**config.mk**
```make
export PLATFORM = sky130hd
export DESIGN_NAME = i2c_frame_assembler
export DESIGN_NICKNAME = d
export VERILOG_FILES = /design/src/rtl/i2c_frame_assembler.sv
export SDC_FILE = /design/constraint.sdc
export NUM_CORES = 1
export LEC_CHECK = 0
export ABC_AREA = 1
export BUFFER_PORTS_ARGS = -buffer_cell sky130_fd_sc_hd__buf_2
export CORE_MARGIN = 8
export CORE_UTILIZATION = 40
export DETAILED_ROUTE_END_ITERATION = 6
export SYNTH_ARGS = -nofsm -noshare
export SYNTH_HDL_FRONTEND = slang
export SYNTH_SLANG_ARGS = --single-unit
```
**constraint.sdc**
```tcl
create_clock -name clk -period 1.3 [get_ports clk]
set_input_delay 0.065 -clock clk [delete_from_list [all_inputs] [get_ports clk]]
set_output_delay 0.065 -clock clk [all_outputs]
set_load 0.02 [all_outputs]
```
**src/rtl/i2c_frame_assembler.sv**
```systemverilog
// Header-led byte stream to parallel frame assembler with valid/ready output.
// Optional trailing XOR checksum byte when FRAME_CHECKSUM_EN is defined.
`timescale 1ns/1ps
module i2c_frame_assembler #(
  parameter int OPERAND_W      = 32,
  parameter int NUM_OPERANDS   = 3,
  parameter int OPCODE_W       = 2,
  parameter int TIMEOUT_CYCLES = 1000
) (
  input  logic clk,
  input  logic rst,
  input  logic byte_flag,
  input  logic [7:0] byte_data,
  input  logic frame_ready,
  output logic frame_valid,
  output logic [OPCODE_W-1:0] frame_opcode,
  output logic [NUM_OPERANDS*OPERAND_W-1:0] frame_payload,
  output logic busy,
  output logic [$clog2(NUM_OPERANDS*OPERAND_W/8+1)-1:0] byte_index,
  output logic err_timeout,
  output logic err_overrun,
  output logic err_checksum
);
  localparam int NB = NUM_OPERANDS * OPERAND_W / 8;
  localparam int PW = NB * 8;
  localparam int IW = $clog2(NB + 1);
  localparam int TW =
    (TIMEOUT_CYCLES > 1) ? $clog2(TIMEOUT_CYCLES) : 1;
  localparam logic [IW-1:0] NB_I = IW'(NB);
  localparam bit TO_EN = (TIMEOUT_CYCLES > 0);
  localparam logic [TW-1:0] TO_LOAD =
    TO_EN ? TW'(TIMEOUT_CYCLES - 1) : '0;

  typedef enum logic [1:0] {
    S_IDLE,
    S_COLLECT,
    S_COMMIT
`ifdef FRAME_CHECKSUM_EN
    , S_CHECK
`endif
  } state_t;

  state_t state_q;
  logic s1_q, s2_q, s3_q, vld_q, arm_q;
  logic [IW-1:0] idx_q;
  logic [TW-1:0] cnt_q;
  logic [PW-1:0] asm_q;
  logic [OPCODE_W-1:0] op_q;
  logic valid_q;
  logic [OPCODE_W-1:0] fop_q;
  logic [PW-1:0] fpl_q;
  logic to_q, ov_q;
`ifdef FRAME_CHECKSUM_EN
  logic [7:0] cks_q;
  logic ck_q;
`endif

  logic strobe, is_hdr, expired, take;
  logic [IW-1:0] idx_inc;

  // arm_q blocks a flag that was already high when reset released
  assign strobe  = s2_q & ~s3_q & arm_q;
  assign is_hdr  = &byte_data[7:OPCODE_W];
  assign idx_inc = (idx_q == NB_I) ? idx_q : idx_q + IW'(1);
  assign expired = TO_EN && (cnt_q == '0) && !strobe;
  assign take    = !valid_q || frame_ready;

  always_ff @(posedge clk) begin
    if (!rst) begin
      state_q <= S_IDLE;
      s1_q    <= 1'b0;
      s2_q    <= 1'b0;
      s3_q    <= 1'b0;
      vld_q   <= 1'b0;
      arm_q   <= 1'b0;
      idx_q   <= '0;
      cnt_q   <= '0;
      asm_q   <= '0;
      op_q    <= '0;
      valid_q <= 1'b0;
      fop_q   <= '0;
      fpl_q   <= '0;
      to_q    <= 1'b0;
      ov_q    <= 1'b0;
`ifdef FRAME_CHECKSUM_EN
      cks_q   <= '0;
      ck_q    <= 1'b0;
`endif
    end else begin
      s1_q  <= byte_flag;
      s2_q  <= s1_q;
      s3_q  <= s2_q;
      vld_q <= 1'b1;
      arm_q <= arm_q | (vld_q & ~s1_q);
      to_q  <= 1'b0;
      ov_q  <= 1'b0;
`ifdef FRAME_CHECKSUM_EN
      ck_q  <= 1'b0;
`endif
      if (valid_q && frame_ready)
        valid_q <= 1'b0;
      if (strobe)
        cnt_q <= TO_LOAD;
      else if (cnt_q != '0)
        cnt_q <= cnt_q - TW'(1);

      unique case (state_q)
        S_IDLE: begin
          if (strobe && is_hdr) begin
            op_q    <= byte_data[OPCODE_W-1:0];
            idx_q   <= '0;
            state_q <= S_COLLECT;
`ifdef FRAME_CHECKSUM_EN
            cks_q   <= byte_data;
`endif
          end
        end
        S_COLLECT: begin
          if (strobe) begin
            asm_q <= PW'({asm_q, byte_data});
            idx_q <= idx_inc;
`ifdef FRAME_CHECKSUM_EN
            cks_q <= cks_q ^ byte_data;
            if (idx_inc == NB_I)
              state_q <= S_CHECK;
`else
            if (idx_inc == NB_I)
              state_q <= S_COMMIT;
`endif
          end else if (expired) begin
            to_q    <= 1'b1;
            idx_q   <= '0;
            state_q <= S_IDLE;
          end
        end
`ifdef FRAME_CHECKSUM_EN
        S_CHECK: begin
          if (strobe) begin
            if (byte_data == cks_q) begin
              state_q <= S_COMMIT;
            end else begin
              ck_q    <= 1'b1;
              state_q <= S_IDLE;
            end
          end else if (expired) begin
            to_q    <= 1'b1;
            idx_q   <= '0;
            state_q <= S_IDLE;
          end
        end
`endif
        S_COMMIT: begin
          if (take) begin
            fop_q   <= op_q;
            fpl_q   <= asm_q;
            valid_q <= 1'b1;
          end else begin
            ov_q <= 1'b1;
          end
          state_q <= S_IDLE;
        end
        default: state_q <= S_IDLE;
      endcase
    end
  end

  assign frame_valid   = valid_q;
  assign frame_opcode  = fop_q;
  assign frame_payload = fpl_q;
  assign busy          = (state_q != S_IDLE);
  assign byte_index    = idx_q;
  assign err_timeout   = to_q;
  assign err_overrun   = ov_q;
`ifdef FRAME_CHECKSUM_EN
  assign err_checksum  = ck_q;
`else
  assign err_checksum  = 1'b0;
`endif

endmodule

```
==> load_flow_metrics.sql <==
INSERT INTO impl_metrics (metric_group, metric, value, unit) VALUES
('timing', 'fin_ws', '-0.1905', 'ns'),
('worst_setup_path', 'worst-setup-path-type', 'register to register', ''),
('routing', 'drtAntennaViolNets', '0', ''),
('cts', 'htree_num_levels', '1', ''),
('routing', 'drt_first_iter_violations', '448', ''),
('placement', 'gp_congestion', '0.7909', ''),
('worst_setup_path', 'timing.critical_path.fanout_max', '8', ''),
('worst_setup_path', 'cp_data_required_time', '1.69', 'ns'),
('yosys', 'synth_top_family_by_area', 'simple AND/OR/NAND/NOR gates', ''),
('yosys', 'yosys_warnings', '0', ''),
('grt', 'grt.total_usage', '16.58', '%'),
('floorplan', 'top_level_ports', '119', ''),
('final_layout', 'drive_above_1_share', '38.33', '%'),
('routing', 'drtPass1Iterations', '5', ''),
('placement', 'port_buffers', '117', ''),
('timing', 'final-setup-viol-count', '204', ''),
('cts', 'clock_buffers_created_by_tritoncts', '23', ''),
('grt', 'grt_overflow_total', '0', ''),
('job', 'number_of_violations_of_the_max_capacitance_limit', '0', ''),
('pwr', 'finalPower', '16.27', 'mW'),
('yosys', 'seq_area_frac_synth', '55.63', '%'),
('grt', 'grt_first_pass_wirelength', '34.01', 'mm'),
('final_layout', 'final_cell_area', '0.01204', 'mm²'),
('yosys', 'synth_top_area_share', '55.63', '%'),
('cts', 'clock_transition_at_the_register_clock_pins_on_the_worst_setup_and_hold_paths_after_cts', '0.06', 'ns'),
('timing', 'period_needed', '1.490', 'ns'),
('cts', 'cts_tree', 'done', ''),
('cts', 'later_pin_clock_latency_in_the_skew_report', '0.50', 'ns'),
('yosys', 'muxShareOfSynthArea', '0', '%'),
('floorplan', 'floorplan.core_area', '0.01946', 'mm²'),
('timing', 'grt_setup_unrepaired', 'yes', ''),
('yosys', 'netlist_area', '0.007916', 'mm²'),
('pwr', 'seq_power_share', '43.2', '%'),
('worst_setup_path', 'critical_path.startpoint_type', 'register', ''),
('grt', 'grt_start_max_net_pins', '81', ''),
('pwr', 'power.switching_fraction', '24.58', '%'),
('placement', 'place_area', '0.009012', 'mm²'),
('final_layout', 'final_nets', '1221', ''),
('pwr', 'power.ir.vdd_worst', '988.8', 'µV'),
('placement', 'hpwl_dp', '12.83', 'mm'),
('yosys', 'postSynthAreaPerCell', '7.761', 'µm²'),
('routing', 'drc', '0', ''),
('yosys', 'synth-seq-cells', '220', ''),
('routing', 'wl_per_cell', '17.34', 'µm'),
('yosys', 'synth.distinct_cells', '30', ''),
('pwr', 'p_switching', '4.000', 'mW'),
('timing', 'final_min_period_over_clock_period', '114.7', '%'),
('floorplan', 'placement_row_count', '51', ''),
('yosys', 'synth_area_leader_cell', 'sky130_fd_sc_hd__dfxtp_1', ''),
('cts', 'max-clock-path-buffers', '3', ''),
('pwr', 'internal-power', '12.27', 'mW'),
('routing', 'totalWireLength', '25.76', 'mm'),
('final_layout', 'num_antenna_cells', '0', ''),
('pwr', 'power_frac_clock', '42.9', '%'),
('timing', 'fin_worst_skew', '0.01033', 'ns'),
('floorplan', 'dieArea', '0.02455', 'mm²'),
('yosys', 'post_synthesis_compound_gate_area_fraction', '14.34', '%'),
('final_layout', 'areaGrowthSynthToFinish', '52.06', '%'),
('cts', 'number_of_clock_sinks', '220', ''),
('run_status', 'status', 'finished, violations left', ''),
('grt', 'grt_antenna_before_repair', '0', ''),
('timing', 'maxSlewViolCount', '0', ''),
('yosys', 'gate_count_post_synth', '1020', ''),
('run_status', 'violations', 'negative setup slack', ''),
('yosys', 'yosys.area_share.adder', '0.4742', '%'),
('routing', 'detail_route.vias_per_cell', '4.995', ''),
('floorplan', 'die-width', '156.7', 'µm'),
('yosys', 'synthTopCellsByArea', 'sky130_fd_sc_hd__dfxtp_1 (56%), sky130_fd_sc_hd__nor2_1 (19%), sky130_fd_sc_hd__o21ai_0 (12%), sky130_fd_sc_hd__clkbuf_1 (2.0%), sky130_fd_sc_hd__nand2_1 (1.7%)', ''),
('timing', 'max_freq', '670.9', 'MHz'),
('floorplan', 'start_util', '40.68', '%'),
('floorplan', 'die_height', '156.7', 'µm');
==> layout by cell type, fill, tap and decap left out, types with 2 or more instances in the layout <==
cell type,n
sky130_fd_sc_hd__nor2_1,272
sky130_fd_sc_hd__dfxtp_1,212
sky130_fd_sc_hd__o21ai_0,123
sky130_fd_sc_hd__buf_2,115
sky130_fd_sc_hd__nor2_4,83
sky130_fd_sc_hd__nor2_2,52
sky130_fd_sc_hd__o21ai_1,51
sky130_fd_sc_hd__clkbuf_16,44
sky130_fd_sc_hd__buf_4,31
sky130_fd_sc_hd__nand2_1,26
sky130_fd_sc_hd__o21ai_2,25
sky130_fd_sc_hd__inv_1,21
sky130_fd_sc_hd__buf_12,20
sky130_fd_sc_hd__buf_6,18
sky130_fd_sc_hd__a21oi_1,15
sky130_fd_sc_hd__dlygate4sd3_1,12
sky130_fd_sc_hd__inv_2,11
sky130_fd_sc_hd__nand2_2,7
sky130_fd_sc_hd__dfxtp_2,7
sky130_fd_sc_hd__a21oi_2,6
sky130_fd_sc_hd__nand4_1,6
sky130_fd_sc_hd__nand3_2,6
sky130_fd_sc_hd__clkbuf_1,5
sky130_fd_sc_hd__clkbuf_8,5
sky130_fd_sc_hd__nand3_1,4
sky130_fd_sc_hd__bufinv_16,4
sky130_fd_sc_hd__buf_16,4
sky130_fd_sc_hd__buf_8,4
sky130_fd_sc_hd__nand3_4,3
sky130_fd_sc_hd__ha_4,3
sky130_fd_sc_hd__clkinv_2,3
sky130_fd_sc_hd__nor3_4,2
sky130_fd_sc_hd__inv_4,2
sky130_fd_sc_hd__o21ai_4,2
sky130_fd_sc_hd__o21a_1,2
sky130_fd_sc_hd__nand2_4,2
sky130_fd_sc_hd__xor2_1,2
==> critical path: stages, from the launching register on <==
cell and delay (ns):
sky130_fd_sc_hd__dfxtp_2 0.34, sky130_fd_sc_hd__inv_2 0.05, sky130_fd_sc_hd__nor2_4 0.09, sky130_fd_sc_hd__inv_2 0.06, sky130_fd_sc_hd__nor2_4 0.20, sky130_fd_sc_hd__buf_12 0.19
sky130_fd_sc_hd__clkinv_16 0.09, sky130_fd_sc_hd__clkbuf_16 0.19, sky130_fd_sc_hd__nor2_2 0.09, sky130_fd_sc_hd__nor2_1 0.05
==> kinds of logic after synthesis <==
group | after synthesis
AO/OA/AOI/OAI | 225
XOR/XNOR | 2
adder cells (fa/ha/maj) | 3
buffers and inverters | 101
flip-flops | 220
other | 1
AND/OR/NAND/NOR | 468
==> power groups by stage <==
stage	Sequential [mW]	Clock, mW	Combinational (mW)
3_5_place_dp	7.12	0	1.46
3_3_place_gp	7.12	0	1.44
2_1_floorplan	7.12	0	0.920
5_1_grt	7.05	7.37	2.49
4_1_cts	6.99	7.09	1.61
6_report	7.04	6.98	2.26
==> metal layers <==
layer	vias to the layer above	routed length [µm]	global-route usage [%]
met2	207	12210	26.08
met1	3523	11710	22.72
li1	3657	-	-
met4	0	465	4.805
met5	-	0	0
met3	36	1378	3.034
==> cell usage after synthesis <==
cell,n
sky130_fd_sc_hd__dfxtp_1,220
sky130_fd_sc_hd__buf_2,5
sky130_fd_sc_hd__clkbuf_4,1
sky130_fd_sc_hd__clkbuf_2,1
sky130_fd_sc_hd__nor3_1,2
sky130_fd_sc_hd__clkbuf_1,42
sky130_fd_sc_hd__o21ai_1,16
sky130_fd_sc_hd__nand2_2,1
sky130_fd_sc_hd__nand4_1,6
sky130_fd_sc_hd__buf_6,11
sky130_fd_sc_hd__nor4_1,1
sky130_fd_sc_hd__inv_1,31
sky130_fd_sc_hd__a21oi_1,21
sky130_fd_sc_hd__o21a_1,2
sky130_fd_sc_hd__nor2_1,404
sky130_fd_sc_hd__buf_4,5
sky130_fd_sc_hd__nor3_4,1
sky130_fd_sc_hd__a31o_2,1
sky130_fd_sc_hd__nand2_1,35
sky130_fd_sc_hd__or2_2,1
sky130_fd_sc_hd__nand3_1,13
sky130_fd_sc_hd__nand3b_1,1
sky130_fd_sc_hd__inv_2,4
sky130_fd_sc_hd__nor2_4,1
sky130_fd_sc_hd__buf_1,1
sky130_fd_sc_hd__o21ai_0,185
sky130_fd_sc_hd__xor2_1,2
sky130_fd_sc_hd__conb_1,1
sky130_fd_sc_hd__nor2_2,2
sky130_fd_sc_hd__ha_1,3
==> cell type report <==
class / count / area, µm²
clock buffers: 33 / 663.1
clock inverters: 7 / 135.1
fillers: 1666 / 7425
inverters: 35 / 162.7
multi-input cells: 699 / 4074
flip-flops and latches: 220 / 4417
well taps: 265 / 331.6
repair buffers: 225 / 2227
repair inverters: 2 / 27.53
==> stage by stage <==
| stage | instances | worst slack, ns | hold slack [ns] | utilization (%) | TNS, ns |
|---|---|---|---|---|---|
| 4_1_cts | 1444 | -0.09821 | 0.3514 | 52.41 | -5.523 |
| 3_3_place_gp | 1385 | -0.1188 | 0.2888 | 46.31 | -9.541 |
| 2_1_floorplan | 1020 | -0.04335 | 0.09272 | - | -2.455 |
| 6_report | 1486 | -0.1905 | 0.3578 | 61.85 | -27.07 |
| 3_5_place_dp | 1385 | -0.1642 | 0.2953 | 46.31 | -14.92 |
| 5_1_grt | 1486 | -0.2898 | 0.3652 | 61.85 | -43.78 |
==> path summary, 6_finish.rpt <==
| check | slack, ns | cells past startpoint | to | startpoint |
|---|---|---|---|---|
| max | -0.19 | 9 | frame_payload[54]$_SDFFE_PN0P_ | state_q[1]$_SDFFE_PN0P_ |
| min reg2reg | 0.45 | 2 | s2_q$_SDFF_PN0_ | s1_q$_SDFF_PN0_ |
| max reg2reg | -0.19 | 9 | frame_payload[54]$_SDFFE_PN0P_ | state_q[1]$_SDFFE_PN0P_ |
| min | 0.36 | 4 | asm_q[2]$_SDFFE_PN0P_ | byte_data[2] |
==> repair_timing <==
action                                  CTS  global route
pin swaps                                 9            57
gates resized for setup                  60           355
endpoints found under the setup margin  203           214
endpoints found under the hold margin    27             0
buffers inserted                          6            10
gates cloned                              2            33
hold buffers                             12             0
==> flip-flops by register name, indices dropped and copies added, names as in the netlist <==
signal	cells
s1_q	1
s2_q	1
err_overrun	1
byte_index	4
frame_valid	1
err_timeout	1
op_q	2
cnt_q	10
asm_q	96
state_q	2
frame_opcode	2
s3_q	1
frame_payload	96
arm_q	1
vld_q	1
No activity file was read; power rests on OpenSTA's default activity.
